File: src/rtl/i2c_master_ctrl.sv
// Single-byte I2C bus master.
// One command per valid/ready handshake: START, {addr,rw}, one data byte
// (written, or read and master-NACKed), STOP. Pads are open-drain: *_oe=1
// pulls the line low, *_oe=0 lets the external pull-up raise it.
//
// Handshake: a command is accepted on a clk edge where cmd_valid && cmd_ready;
// cmd_ready is high exactly while the controller is idle, and cmd_valid is
// ignored otherwise. rsp_valid is a one-cycle pulse that comes with no ready
// (the response cannot be back-pressured); rsp_rdata/rsp_nack stay stable until
// the next accept.
module i2c_master_ctrl #(
  parameter int CLK_DIV = 250
) (
  input  logic       clk,
  input  logic       rst_n,
  input  logic       cmd_valid,
  output logic       cmd_ready,
  input  logic [6:0] cmd_addr,
  input  logic       cmd_rw,
  input  logic [7:0] cmd_wdata,
  output logic       rsp_valid,
  output logic [7:0] rsp_rdata,
  output logic       rsp_nack,
  output logic       busy,
  output logic       scl_oe,
  output logic       sda_oe,
  input  logic       scl_in,
  input  logic       sda_in,
  output logic [3:0] dbg_state
);

  typedef enum logic [3:0] {
    S_IDLE,
    S_START,
    S_ADDR,
    S_ADDR_ACK,
    S_WDATA,
    S_WACK,
    S_RDATA,
    S_MNACK,
    S_STOP
  } state_t;

  localparam int DIV_W = (CLK_DIV > 2) ? $clog2(CLK_DIV) : 1;
  localparam logic [DIV_W-1:0] DIV_LAST = DIV_W'(CLK_DIV - 1);

  state_t           state;
  state_t           state_next;
  logic [DIV_W-1:0] div_cnt;
  logic [1:0]       phase;
  logic [2:0]       bit_cnt;
  logic [7:0]       addr_byte;
  logic [7:0]       wdata_q;
  logic             accept;
  logic             stall;
  logic             tick;
  logic             bit_done;
  logic             shift_state;

  assign cmd_ready = (state == S_IDLE);
  assign busy      = (state != S_IDLE);
  assign accept    = cmd_valid && cmd_ready;
  assign dbg_state = state;

  // A slave holding SCL low while we have released it freezes the bit timing.
  assign stall    = busy && ((phase == 2'd1) || (phase == 2'd2)) && !scl_oe && !scl_in;
  assign tick     = busy && !stall && (div_cnt == DIV_LAST);
  assign bit_done = tick && (phase == 2'd3);

  // States that move eight bits and use bit_cnt as the bit index.
  assign shift_state = (state == S_ADDR) || (state == S_WDATA) || (state == S_RDATA);

  // State register.
  always_ff @(posedge clk or negedge rst_n) begin
    if (!rst_n) begin
      state <= S_IDLE;
    end else begin
      state <= state_next;
    end
  end

  // Next-state and pad drive, decoded from state, phase and bit index.
  always_comb begin
    state_next = state;
    scl_oe     = 1'b0;
    sda_oe     = 1'b0;
    unique case (state)
      S_IDLE: begin
        if (accept) state_next = S_START;
      end
      S_START: begin
        // SDA falls in p1 while SCL is still high, then SCL goes low in p3.
        scl_oe = (phase == 2'd3);
        sda_oe = (phase != 2'd0);
        if (bit_done) state_next = S_ADDR;
      end
      S_ADDR: begin
        scl_oe = (phase == 2'd0) || (phase == 2'd3);
        sda_oe = ~addr_byte[bit_cnt];
        if (bit_done && (bit_cnt == 3'd0)) state_next = S_ADDR_ACK;
      end
      S_ADDR_ACK: begin
        scl_oe = (phase == 2'd0) || (phase == 2'd3);
        if (bit_done) begin
          if (rsp_nack)          state_next = S_STOP;
          else if (addr_byte[0]) state_next = S_RDATA;
          else                   state_next = S_WDATA;
        end
      end
      S_WDATA: begin
        scl_oe = (phase == 2'd0) || (phase == 2'd3);
        sda_oe = ~wdata_q[bit_cnt];
        if (bit_done && (bit_cnt == 3'd0)) state_next = S_WACK;
      end
      S_WACK: begin
        scl_oe = (phase == 2'd0) || (phase == 2'd3);
        if (bit_done) state_next = S_STOP;
      end
      S_RDATA: begin
        scl_oe = (phase == 2'd0) || (phase == 2'd3);
        if (bit_done && (bit_cnt == 3'd0)) state_next = S_MNACK;
      end
      S_MNACK: begin
        // SDA left released for one bit: the master NACK ending the read.
        scl_oe = (phase == 2'd0) || (phase == 2'd3);
        if (bit_done) state_next = S_STOP;
      end
      S_STOP: begin
        // SDA held low until SCL is high, then released in p3 (rising SDA).
        scl_oe = (phase == 2'd0);
        sda_oe = (phase != 2'd3);
        if (bit_done) state_next = S_IDLE;
      end
      default: begin
        state_next = S_IDLE;
      end
    endcase
  end

  // Quarter-period divider and bit phase; both idle at zero between commands.
  always_ff @(posedge clk or negedge rst_n) begin
    if (!rst_n) begin
      div_cnt <= '0;
      phase   <= 2'd0;
    end else if (accept) begin
      div_cnt <= '0;
      phase   <= 2'd0;
    end else if (busy && !stall) begin
      if (div_cnt == DIV_LAST) begin
        div_cnt <= '0;
        phase   <= phase + 2'd1;
      end else begin
        div_cnt <= div_cnt + DIV_W'(1);
      end
    end
  end

  // Bit index, counts 7 down to 0 inside each byte and wraps back to 7.
  always_ff @(posedge clk or negedge rst_n) begin
    if (!rst_n) begin
      bit_cnt <= 3'd7;
    end else if (accept) begin
      bit_cnt <= 3'd7;
    end else if (bit_done && shift_state) begin
      bit_cnt <= bit_cnt - 3'd1;
    end
  end

  // Command capture at accept.
  always_ff @(posedge clk or negedge rst_n) begin
    if (!rst_n) begin
      addr_byte <= 8'h00;
      wdata_q   <= 8'h00;
    end else if (accept) begin
      addr_byte <= {cmd_addr, cmd_rw};
      wdata_q   <= cmd_wdata;
    end
  end

  // Response: SDA is sampled at the end of p2 (SCL high); result held until next accept.
  always_ff @(posedge clk or negedge rst_n) begin
    if (!rst_n) begin
      rsp_valid <= 1'b0;
      rsp_rdata <= 8'h00;
      rsp_nack  <= 1'b0;
    end else begin
      rsp_valid <= (state == S_STOP) && bit_done;
      if (accept) begin
        rsp_rdata <= 8'h00;
        rsp_nack  <= 1'b0;
      end else if (tick && (phase == 2'd2)) begin
        if ((state == S_ADDR_ACK) && sda_in) rsp_nack  <= 1'b1;
        if (state == S_WACK)                 rsp_nack  <= sda_in;
        if (state == S_RDATA)                rsp_rdata <= {rsp_rdata[6:0], sda_in};
      end
    end
  end

endmodule

File: config.mk
export PLATFORM = sky130hd
export DESIGN_NAME = i2c_master_ctrl
export DESIGN_NICKNAME = d
export VERILOG_FILES = /design/src/rtl/i2c_master_ctrl.sv
export SDC_FILE = /design/constraint.sdc
export NUM_CORES = 1
export LEC_CHECK = 0
export BUFFER_PORTS_ARGS = -buffer_cell sky130_fd_sc_hd__buf_2
export CORE_MARGIN = 3
export CORE_UTILIZATION = 51
export CTS_BUF_LIST = sky130_fd_sc_hd__clkbuf_16
export DETAILED_ROUTE_END_ITERATION = 12
export PLACE_DENSITY = 0.75
export SYNTH_ARGS = -nofsm -noshare
export SYNTH_HDL_FRONTEND = slang
export SYNTH_SLANG_ARGS = --single-unit
File: constraint.sdc
create_clock -name clk -period 1.9 [get_ports clk]
set_input_delay 0.19 -clock clk [delete_from_list [all_inputs] [get_ports clk]]
set_output_delay 0.19 -clock clk [all_outputs]
set_load 0.005 [all_outputs]
==> results.toml, run 1 <==
[routing]
via_count = 2220
wl_per_cell_um = 16.8
drc = 0
drt_wl_total_mm = 6.44
detail_route.first_pass.iterations = 4
detailedRoute.firstIterationViolations = 130
detail-route-antenna-nets = 0
drt-vias-per-instance = 5.78

[synth]
proportion_of_synthesized_area_in_mux_cells_pct = 7.93
syn_area_per_cell_um2 = 9.55
postSynthRegisterBits = 43
yosysSeqAreaShare_pct = 45.0
yosys_warnings = 0
synth_adder_area_share_pct = 3.65
synth_flop_cell = "sky130_fd_sc_hd__dfrtp_1"
synth_top_family_by_area = "simple AND/OR/NAND/NOR gates"
synth_largest_type_area_fraction_pct = 41.8
synth-compound-area-share_pct = 12.8
yosys.area.top_type = "sky130_fd_sc_hd__dfrtp_1"
post_synth_instance_area_um2 = 2400
syn_nets = 279
netlist_instances = 251
xor_xnor_cell_area_share_of_the_yosys_netlist_pct = 0.365
asyncSetResetFlopFracSynth_pct = 100
ys_top_cells_by_area = "sky130_fd_sc_hd__dfrtp_1 42%, sky130_fd_sc_hd__nand2_1 9.7%, sky130_fd_sc_hd__mux2i_1 4.2%"
post_synthesis_simple_gate_area_fraction_pct = 25.2
synth_edf_count = 0
yosys.cell_types.count = 48

[clock_network]
tritoncts_num_sinks = 43
worst_skew_pair.late_latency_ps = 280
cts_made_buffers = 5
max-clock-path-buffers = 2
ctsRootBufferMaster = "sky130_fd_sc_hd__clkbuf_16"
cts.reportedPaths.clkPinSlew_ps = 60
clock_tree.htree_level_count = 2
clock_tree_from_tritoncts = "done"

[critical_path]
cp_data_required_time_ps = 1710
rr_worst_depth = 6
cp_data_arrival_time_ps = 1990
setup.worst_path.start_class = "register"
worst_path_max_delay_cell = "sky130_fd_sc_hd__dfstp_2"
crit_path_max_fanout = 6
crit_chain = "mux4_2 -> nor2_2 -> nor2_1 -> o41ai_2 -> buf_2"
path_depth = 5
crit_path_end_kind = "output pin"
cpPeakStageDelay_ps = 630
path_buf_inv = 1
timing_worst_setup_path_type = "register to output pin"
critPathTopFamily = "flip-flops"

[power]
p_leak_uw = 0.00164
power.density_nw_per_um2 = 790
max-vdd-ir-drop_mv = 0.499

[place]
detailed_place_hpwl_mm = 4.08
portBuffers = 38
routabilityCongestion = 0.851

[finish]
syn2layout_area_growth_pct = 42.7
antenna_cells = 0
fin_nets = 359
nFillCells = 301
final_util_pct = 77.0
layout_commonest_cell = "sky130_fd_sc_hd__nand2_1"
layout-drive-gt1-share_pct = 45.5
final_cell_mix = "58 x sky130_fd_sc_hd__nand2_1, 36 x sky130_fd_sc_hd__dfrtp_1, 35 x sky130_fd_sc_hd__buf_2"

[sta]
worst-slew-pin-transition_ps = 449
fmax_ghz = 0.459
slew_headroom_pct = 70.1
hold_slack_ps = 93.1
worst_clock_skew_ps = 2.41
post-route-min-period_ps = 2180
setup_tns_ps = -1390
post-route-period-util_pct = 115
slew_limit_fails = 0
setup_ws_ps = -277
timing_hold_violations_final = 0
setup_viol = 18
rsz_0062_raised_after_global_routing = "true"

[die]
start_util_pct = 53.9
horizontal_die_dimension_um = 74.6
io-pin-count = 39
rows = 24
die_area_um2 = 5560
floorplan.core_area_um2 = 4440
die_span_in_y_um = 74.6

[status]
status = "finished, violations left"
violations = "negative setup slack"

[grt]
number_of_antenna_violations_at_the_first_check_in_global_routing = 0
wire_length_of_the_first_global_routing_pass_mm = 9.74
grt_pass1_vias = 2093
grt_use_total_pct = 23.0
grt_max_degree = 27
gr-total-overflow = 0

[job]
max_cap_violations = 0

[min_path]
holdCritPathClass = "primary input to register"
hold_depth = 3
## metrics by stage
stage	power, µW	cell area, µm²	setup WS, ps	instances
2_1_floorplan	1580	2400	-89.2	251
3_3_place_gp	1790	2880	-196	364
3_5_place_dp	1820	2880	-254	364
4_1_cts	2670	3200	-278	378
5_1_grt	2850	3420	-394	384
6_report	2700	3420	-277	384
## kinds of logic after synthesis
logic type / count (synthesis)
AOI/OAI and AO/OA: 40
and+or+nand+nor: 122
xor gates and xnor gates: 1
buffers and inverters: 24
muxes: 14
adders and majority gates: 7
DFF: 43
## tightest hold or removal path, stage by stage
cell,delay (ps)
sky130_fd_sc_hd__buf_2,70
sky130_fd_sc_hd__nand2_1,40
sky130_fd_sc_hd__nand2_1,40
## registers in the layout, summed over array words and instances, names as in the netlist
register and count:
addr_byte 8, bit_cnt 3, dbg_state 4, div_cnt 8, phase 2, rsp_nack 1
rsp_rdata 8, rsp_valid 1, wdata_q 8
## final timing paths
check                             startpoint            to  slack [ps]
worst max register to register  dbg_state[0]  rsp_rdata[0]        -120
worst max-delay path              bit_cnt[0]        sda_oe        -280
max in group asynchronous              rst_n    bit_cnt[2]         950
worst min-delay path             cmd_addr[5]  addr_byte[6]          90
worst min register to register  addr_byte[1]  addr_byte[1]         480
min in group asynchronous              rst_n    div_cnt[6]         380
## report_power, final
group	total (µW)	switching, µW	internal (µW)
sequential	1210	122	1090
clock	834	354	480
combinational	656	304	353
total	2700	781	1920
## synth_stat cells (2+ instances only)
| cell type | count |
|---|---|
| sky130_fd_sc_hd__a211o_1 | 6 |
| sky130_fd_sc_hd__a211oi_1 | 3 |
| sky130_fd_sc_hd__a21o_1 | 2 |
| sky130_fd_sc_hd__a21oi_1 | 4 |
| sky130_fd_sc_hd__and2_1 | 3 |
| sky130_fd_sc_hd__and3_1 | 4 |
| sky130_fd_sc_hd__and4_1 | 2 |
| sky130_fd_sc_hd__buf_2 | 7 |
| sky130_fd_sc_hd__buf_4 | 2 |
| sky130_fd_sc_hd__buf_6 | 2 |
| sky130_fd_sc_hd__clkbuf_1 | 4 |
| sky130_fd_sc_hd__dfrtp_1 | 40 |
| sky130_fd_sc_hd__dfstp_2 | 3 |
| sky130_fd_sc_hd__ha_1 | 7 |
| sky130_fd_sc_hd__inv_1 | 8 |
| sky130_fd_sc_hd__mux2i_1 | 10 |
| sky130_fd_sc_hd__mux4_2 | 4 |
| sky130_fd_sc_hd__nand2_1 | 62 |
| sky130_fd_sc_hd__nand2b_1 | 10 |
| sky130_fd_sc_hd__nand3_1 | 7 |
| sky130_fd_sc_hd__nor2_1 | 12 |
| sky130_fd_sc_hd__nor2_2 | 4 |
| sky130_fd_sc_hd__nor3_1 | 2 |
| sky130_fd_sc_hd__nor3b_1 | 2 |
| sky130_fd_sc_hd__nor4_1 | 6 |
| sky130_fd_sc_hd__o211ai_1 | 2 |
| sky130_fd_sc_hd__o21ai_0 | 5 |
| sky130_fd_sc_hd__o21ai_1 | 2 |
| sky130_fd_sc_hd__o22ai_1 | 2 |
| sky130_fd_sc_hd__o31ai_1 | 3 |
| sky130_fd_sc_hd__o41ai_1 | 2 |
| sky130_fd_sc_hd__or3_1 | 2 |
| sky130_fd_sc_hd__or4_1 | 2 |
## layer usage
| layer | global-route usage, % | vias to the layer above | wire (µm) |
|---|---|---|---|
| li1 | - | 1039 | - |
| met1 | 31.8 | 1089 | 2790 |
| met2 | 37.1 | 79 | 3170 |
| met3 | 4.73 | 13 | 364 |
| met4 | 6.32 | 0 | 110 |
| met5 | 0 | - | 0 |
## repair_timing
action | CTS | global route
hold buffers | 1 | 0
gates cloned | 0 | 2
gates resized for setup | 35 | 40
setup endpoints to repair | 35 | 28
buffers inserted | 6 | 4
pin swaps | 12 | 22
endpoints found under the hold margin | 17 | 0
## area by class of cell
class / count / area (µm²) / area share, %
sequential: 43 / 1080 / 31.7
clock inverter: 3 / 16.3 / 0.475
clock buffer: 5 / 125 / 3.66
timing repair inverter: 1 / 5.00 / 0.146
inverter: 9 / 38.8 / 1.13
multi-input combinational: 185 / 1450 / 42.2
timing repair buffer: 86 / 642 / 18.8
tap: 52 / 65.1 / 1.90
Power figures use the tool's default switching activity.
==> run 2, diff against run 1 <==
==> config.mk (replaced) <==
export PLATFORM = sky130hd
export DESIGN_NAME = i2c_master_ctrl
export DESIGN_NICKNAME = d
export VERILOG_FILES = /design/src/rtl/i2c_master_ctrl.sv
export SDC_FILE = /design/constraint.sdc
export NUM_CORES = 1
export LEC_CHECK = 0
export CORE_MARGIN = 3
export CORE_UTILIZATION = 55
export CTS_BUF_LIST = sky130_fd_sc_hd__clkbuf_16
export DETAILED_ROUTE_END_ITERATION = 12
export DONT_BUFFER_PORTS = 1
export PLACE_DENSITY = 0.72
export SYNTH_ARGS = -nofsm -noshare
export SYNTH_HDL_FRONTEND = slang
export SYNTH_SLANG_ARGS = --single-unit
==> run 2 against run 1 <==
The flow still finishes with violations (negative setup slack). Sequential cell count is the same. Routed wire length grew 8.1%. First-iteration DRC count grew 35%. Critical path depth up 1. Register-to-register slack got worse by 70 ps. Non-clock buffer count decreased by 19. Clock power increased by 2%. Power increased by 2.5%. Count of clock-buffer cells in the layout unchanged. Final area up 1.4%. Via count fell by 2.0%.
==> results.toml, run 2 (synthesis gave the netlist of run 1 again) <==
[status]
status = "finished, violations left"
violations = "negative setup slack"

[die]
die_area_um2 = 5190
io-pin-count = 39
die_span_in_y_um = 72.0
start_util_pct = 58.3
floorplan.core_area_um2 = 4120
horizontal_die_dimension_um = 72.0
rows = 23

[critical_path]
worst_path_max_delay_cell = "sky130_fd_sc_hd__dfstp_2"
timing_worst_setup_path_type = "register to output pin"
crit_path_end_kind = "output pin"
r2r_setup_slack_ps = -190
crit_chain = "buf_6 -> mux4_2 -> mux2i_1 -> a22oi_1 -> o41ai_2 -> buf_4"
rr_worst_depth = 8
cp_data_arrival_time_ps = 2070
crit_path_max_fanout = 6
cpPeakStageDelay_ps = 620
setup.worst_path.start_class = "register"
cp_data_required_time_ps = 1710

[finish]
syn2layout_area_growth_pct = 44.7
layout-drive-gt1-share_pct = 42.0
final_cell_count_no_fill = 362
fin_nets = 339
layout_commonest_cell = "sky130_fd_sc_hd__nand2_1"
final_util_pct = 84.3
final_cell_mix = "56 x sky130_fd_sc_hd__nand2_1, 37 x sky130_fd_sc_hd__dfrtp_1, 33 x sky130_fd_sc_hd__buf_4"
antenna_cells = 0

[routing]
detailedRoute.firstIterationViolations = 176
wl_per_cell_um = 19.2
detail-route-antenna-nets = 0
drt_wl_total_mm = 6.96
drc = 0
via_count = 2176
detail_route.first_pass.iterations = 4
drt-vias-per-instance = 6.01

[sta]
post-route-min-period_ps = 2260
setup_ws_ps = -357
fmax_ghz = 0.443
rsz_0062_raised_after_global_routing = "true"
hold_slack_ps = 4.62
worst-slew-pin-transition_ps = 334
slew_limit_fails = 0
post-route-period-util_pct = 119
slew_headroom_pct = 77.6
timing_hold_violations_final = 0
setup_viol = 26
setup_tns_ps = -3240
worst_clock_skew_ps = 6.52

[clock_network]
worst_skew_pair.late_latency_ps = 290
max-clock-path-buffers = 2
clock_tree_from_tritoncts = "done"
cts_made_buffers = 5
ctsRootBufferMaster = "sky130_fd_sc_hd__clkbuf_16"
cts.reportedPaths.clkPinSlew_ps = 60
clock_tree.htree_level_count = 2
tritoncts_num_sinks = 43

[power]
netSwitchingFraction_pct = 29.2
design_internal_power_uw = 1960
p_clk_share_pct = 30.7
power.share.sequential_pct = 43.5
p_leak_uw = 0.00159
max-vdd-ir-drop_mv = 0.733
power_share_of_the_combinational_group_pct = 25.8
power_switching_uw = 809
power.density_nw_per_um2 = 799
post-layout-total-power_uw = 2770

[place]
routabilityCongestion = 0.852
portBuffers = 0
detailed_place_hpwl_mm = 3.95
numPlacedInstances = 329

[grt]
grt_use_total_pct = 25.2
grt_pass1_vias = 2087
wire_length_of_the_first_global_routing_pass_mm = 10.2
grt_max_degree = 44
number_of_antenna_violations_at_the_first_check_in_global_routing = 0
gr-total-overflow = 0

[min_path]
holdCritPathClass = "primary input to register"
hold_depth = 2

[job]
max_cap_violations = 0
==> run 2: changes by cell type in the layout (fill, tap and decap cells not counted), moves of 2 or more <==
cell / before / now
sky130_fd_sc_hd__buf_2: 35 / 0
sky130_fd_sc_hd__buf_6: 15 / 27
sky130_fd_sc_hd__buf_8: 0 / 3
sky130_fd_sc_hd__buf_12: 2 / 0
sky130_fd_sc_hd__clkbuf_16: 5 / 7
sky130_fd_sc_hd__nand2_1: 58 / 56
sky130_fd_sc_hd__nand2_2: 3 / 5
sky130_fd_sc_hd__nor4_2: 2 / 0
==> run 2: critical path, delay by kind of cell, from the launching register on <==
kind	cells	cell delay, ps
muxes	2	680
DFF	1	620
buffers and inverters	2	280
AOI/OAI and AO/OA	2	190
==> run 2: path summary, 6_finish.rpt <==
| path | start | end |
|---|---|---|
| setup / recovery | bit_cnt[0] | sda_oe |
| hold / removal | cmd_addr[5] | addr_byte[6] |
| setup reg to reg | phase[1] | bit_cnt[0] |
| hold reg to reg | addr_byte[5] | addr_byte[5] |
| max in group asynchronous | rst_n | bit_cnt[1] |
| min in group asynchronous | rst_n | phase[1] |
==> run 2: final cells by class <==
cell class	instances	area [µm²]
Clock buffer	5	125
Clock inverter	3	20.0
Fill cell	223	647
Inverter	9	38.8
Multi-Input combinational cell	185	1450
Sequential cell	43	1080
Tap cell	50	62.6
Timing Repair Buffer	67	684
==> run 2: power by group through the flow <==
stage                     clock, µW  sequential [µW]  combinational, µW
after CTS                       863             1200                655
after detailed placement          0             1210                585
after global routing            899             1220                782
final                           851             1210                713
after floorplan                   0             1210                367
after global placement            0             1210                560
==> run 2: layer usage <==
layer | up-vias | GRT usage (%) | routed length [µm] | share of wire [%]
li1 | 999 | - | - | -
met1 | 1068 | 32.0 | 2750 | 40
met2 | 90 | 42.4 | 3580 | 52
met3 | 19 | 6.09 | 443 | 6.4
met4 | 0 | 8.14 | 177 | 2.5
met5 | - | 0 | 0 | 0
==> run 2: per-stage QoR <==
step	area (µm²)	worst slack (ps)
floorplan	2400	-89.2
global placement	2710	-125
detailed placement	2710	-216
CTS	3140	-295
global route	3470	-416
finish	3470	-357
==> run 2: timing repair <==
item	CTS	global route
pin swaps	14	17
endpoints found under the setup margin	36	44
gates cloned	1	2
setup buffers	10	11
endpoints found under the hold margin	43	0
hold buffers	2	0
gates resized for setup	40	55
==> run 3, diff against run 2 <==
--- a/config.mk
+++ b/config.mk
@@ -5,11 +5,13 @@
 export SDC_FILE = /design/constraint.sdc
 export NUM_CORES = 1
 export LEC_CHECK = 0
+export CAP_MARGIN = 20
 export CORE_MARGIN = 3
 export CORE_UTILIZATION = 55
 export CTS_BUF_LIST = sky130_fd_sc_hd__clkbuf_16
 export DETAILED_ROUTE_END_ITERATION = 12
 export DONT_BUFFER_PORTS = 1
+export MAX_ROUTING_LAYER = met4
 export PLACE_DENSITY = 0.72
 export SYNTH_ARGS = -nofsm -noshare
 export SYNTH_HDL_FRONTEND = slang
==> run 3 against run 2 <==
The run still ends with negative setup slack left. Setup slack gained 1.6 ps. Hold slack gained 1.0 ps. Final cell count is the same. Count of clock-buffer cells in the layout is the same. Core utilization is the same. Non-clock buffer count is the same. Combinational power is essentially flat. Clock skew shrank 0.71 ps. Via count grew 0.14%. Final area is the same. Critical path type unchanged. Largest cell class unchanged.
==> results.toml, run 3 (synthesis gave the netlist of run 1 again) <==
[die]
start_util_pct = 58.3
floorplan.core_area_um2 = 4120
die_area_um2 = 5190
horizontal_die_dimension_um = 72.0
io-pin-count = 39
rows = 23
die_span_in_y_um = 72.0

[status]
violations = "negative setup slack"
status = "finished, violations left"

[clock_network]
cts_made_buffers = 5
clock_tree.htree_level_count = 2
tritoncts_num_sinks = 43
clock_tree_from_tritoncts = "done"
worst_skew_pair.late_latency_ps = 290
ctsRootBufferMaster = "sky130_fd_sc_hd__clkbuf_16"
max-clock-path-buffers = 2
cts.reportedPaths.clkPinSlew_ps = 60

[routing]
wl_per_cell_um = 19.3
detail-route-antenna-nets = 0
detailedRoute.firstIterationViolations = 193
detail_route.first_pass.iterations = 4
drt-vias-per-instance = 6.02
drt_wl_total_mm = 6.98
drc = 0
via_count = 2179

[finish]
syn2layout_area_growth_pct = 44.7
finalInstanceArea_um2 = 3470
layout-drive-gt1-share_pct = 42.0
fin_nets = 339
antenna_cells = 0
final_cell_mix = "56 x sky130_fd_sc_hd__nand2_1, 37 x sky130_fd_sc_hd__dfrtp_1, 33 x sky130_fd_sc_hd__buf_4"
layout_commonest_cell = "sky130_fd_sc_hd__nand2_1"

[min_path]
holdCritPathClass = "primary input to register"

[power]
max-vdd-ir-drop_mv = 0.738
netSwitchingFraction_pct = 29.2
p_clk_share_pct = 30.7
power.share.sequential_pct = 43.5
power_switching_uw = 809
power.density_nw_per_um2 = 798
power_share_of_the_combinational_group_pct = 25.8
design_internal_power_uw = 1960
p_leak_uw = 0.00159

[grt]
gr-total-overflow = 0
number_of_antenna_violations_at_the_first_check_in_global_routing = 0
grt_use_total_pct = 26.0
wire_length_of_the_first_global_routing_pass_mm = 10.2
grt_pass1_vias = 2087
grt_max_degree = 44

[sta]
timing_hold_violations_final = 0
slew_headroom_pct = 76.8
post-route-period-util_pct = 119
worst_clock_skew_ps = 5.81
setup_viol = 26
hold_slack_ps = 5.66
fmax_ghz = 0.443
setup_ws_ps = -356
worst-slew-pin-transition_ps = 348
rsz_0062_raised_after_global_routing = "true"
post-route-min-period_ps = 2260
slew_limit_fails = 0

[place]
placed_area_um2 = 2710
dpl_worst_slack_ps = -216
detailed_place_hpwl_mm = 3.95
portBuffers = 0
routabilityCongestion = 0.866

[critical_path]
cp_data_required_time_ps = 1710
crit_path_max_fanout = 6
setup.worst_path.start_class = "register"
cp_data_arrival_time_ps = 2070
crit_path_end_kind = "output pin"
timing_worst_setup_path_type = "register to output pin"

[job]
max_cap_violations = 0
run 3: cell counts in the layout (fill, tap and decap cells not counted):
Identical to the previous run, type by type.
run 3: final timing paths:
path | start | endpoint | slack, ps | cells past startpoint
worst max register to register | phase[1] | div_cnt[3] | -210 | 8
min in group asynchronous | rst_n | phase[1] | 400 | 2
worst min-delay path | cmd_addr[5] | addr_byte[6] | 6 | 2
max in group asynchronous | rst_n | bit_cnt[1] | 1220 | 2
worst min register to register | addr_byte[5] | addr_byte[5] | 480 | 2
worst max-delay path | bit_cnt[0] | sda_oe | -360 | 6
run 3: power groups by stage:
stage               Clock (µW)  Combinational, µW  Sequential (µW)
detailed placement           0                585             1210
global route               897                781             1220
floorplan                    0                367             1210
global placement             0                560             1210
CTS                        863                655             1200
finish                     849                714             1210
run 3: final cells by class:
class / count / area [µm²]
fill: 223 / 647
timing repair buffer: 67 / 684
sequential: 43 / 1080
inverter: 9 / 38.8
clock inverter: 3 / 20.0
clock buffer: 5 / 125
multi-input combinational: 185 / 1450
tap: 50 / 62.6
run 3: repair_timing:
action / 4_1_cts / 5_1_grt
pin swaps: 14 / 17
gates resized for setup: 40 / 55
endpoints found under the hold margin: 43 / 0
hold buffers: 2 / 0
setup buffers: 10 / 11
endpoints found under the setup margin: 36 / 44
cloned: 1 / 2
run 3: layer usage:
layer / vias to the layer above / GRT usage, % / wire, µm
met5: - / - / 0
met4: 0 / 8.14 / 126
met3: 12 / 5.68 / 442
met2: 92 / 42.3 / 3640
met1: 1076 / 32.5 / 2770
li1: 999 / - / -
run 3: through the flow:
step                setup TNS (ps)  power [µW]  utilization (%)  std cells
finish                       -3380        2770             84.3        362
CTS                          -1500        2720             76.2        350
global placement             -1390        1770             65.8        329
detailed placement           -2820        1800             65.8        329
global route                 -4630        2900             84.3        362
floorplan                     -357        1580                -        251
run 3: critical path, cell delays in order, from the launching register on:
cell	delay, ps
sky130_fd_sc_hd__dfstp_2	630
sky130_fd_sc_hd__buf_6	120
sky130_fd_sc_hd__mux4_2	500
sky130_fd_sc_hd__mux2i_1	180
sky130_fd_sc_hd__a22oi_1	120
sky130_fd_sc_hd__o41ai_2	60
sky130_fd_sc_hd__buf_4	160
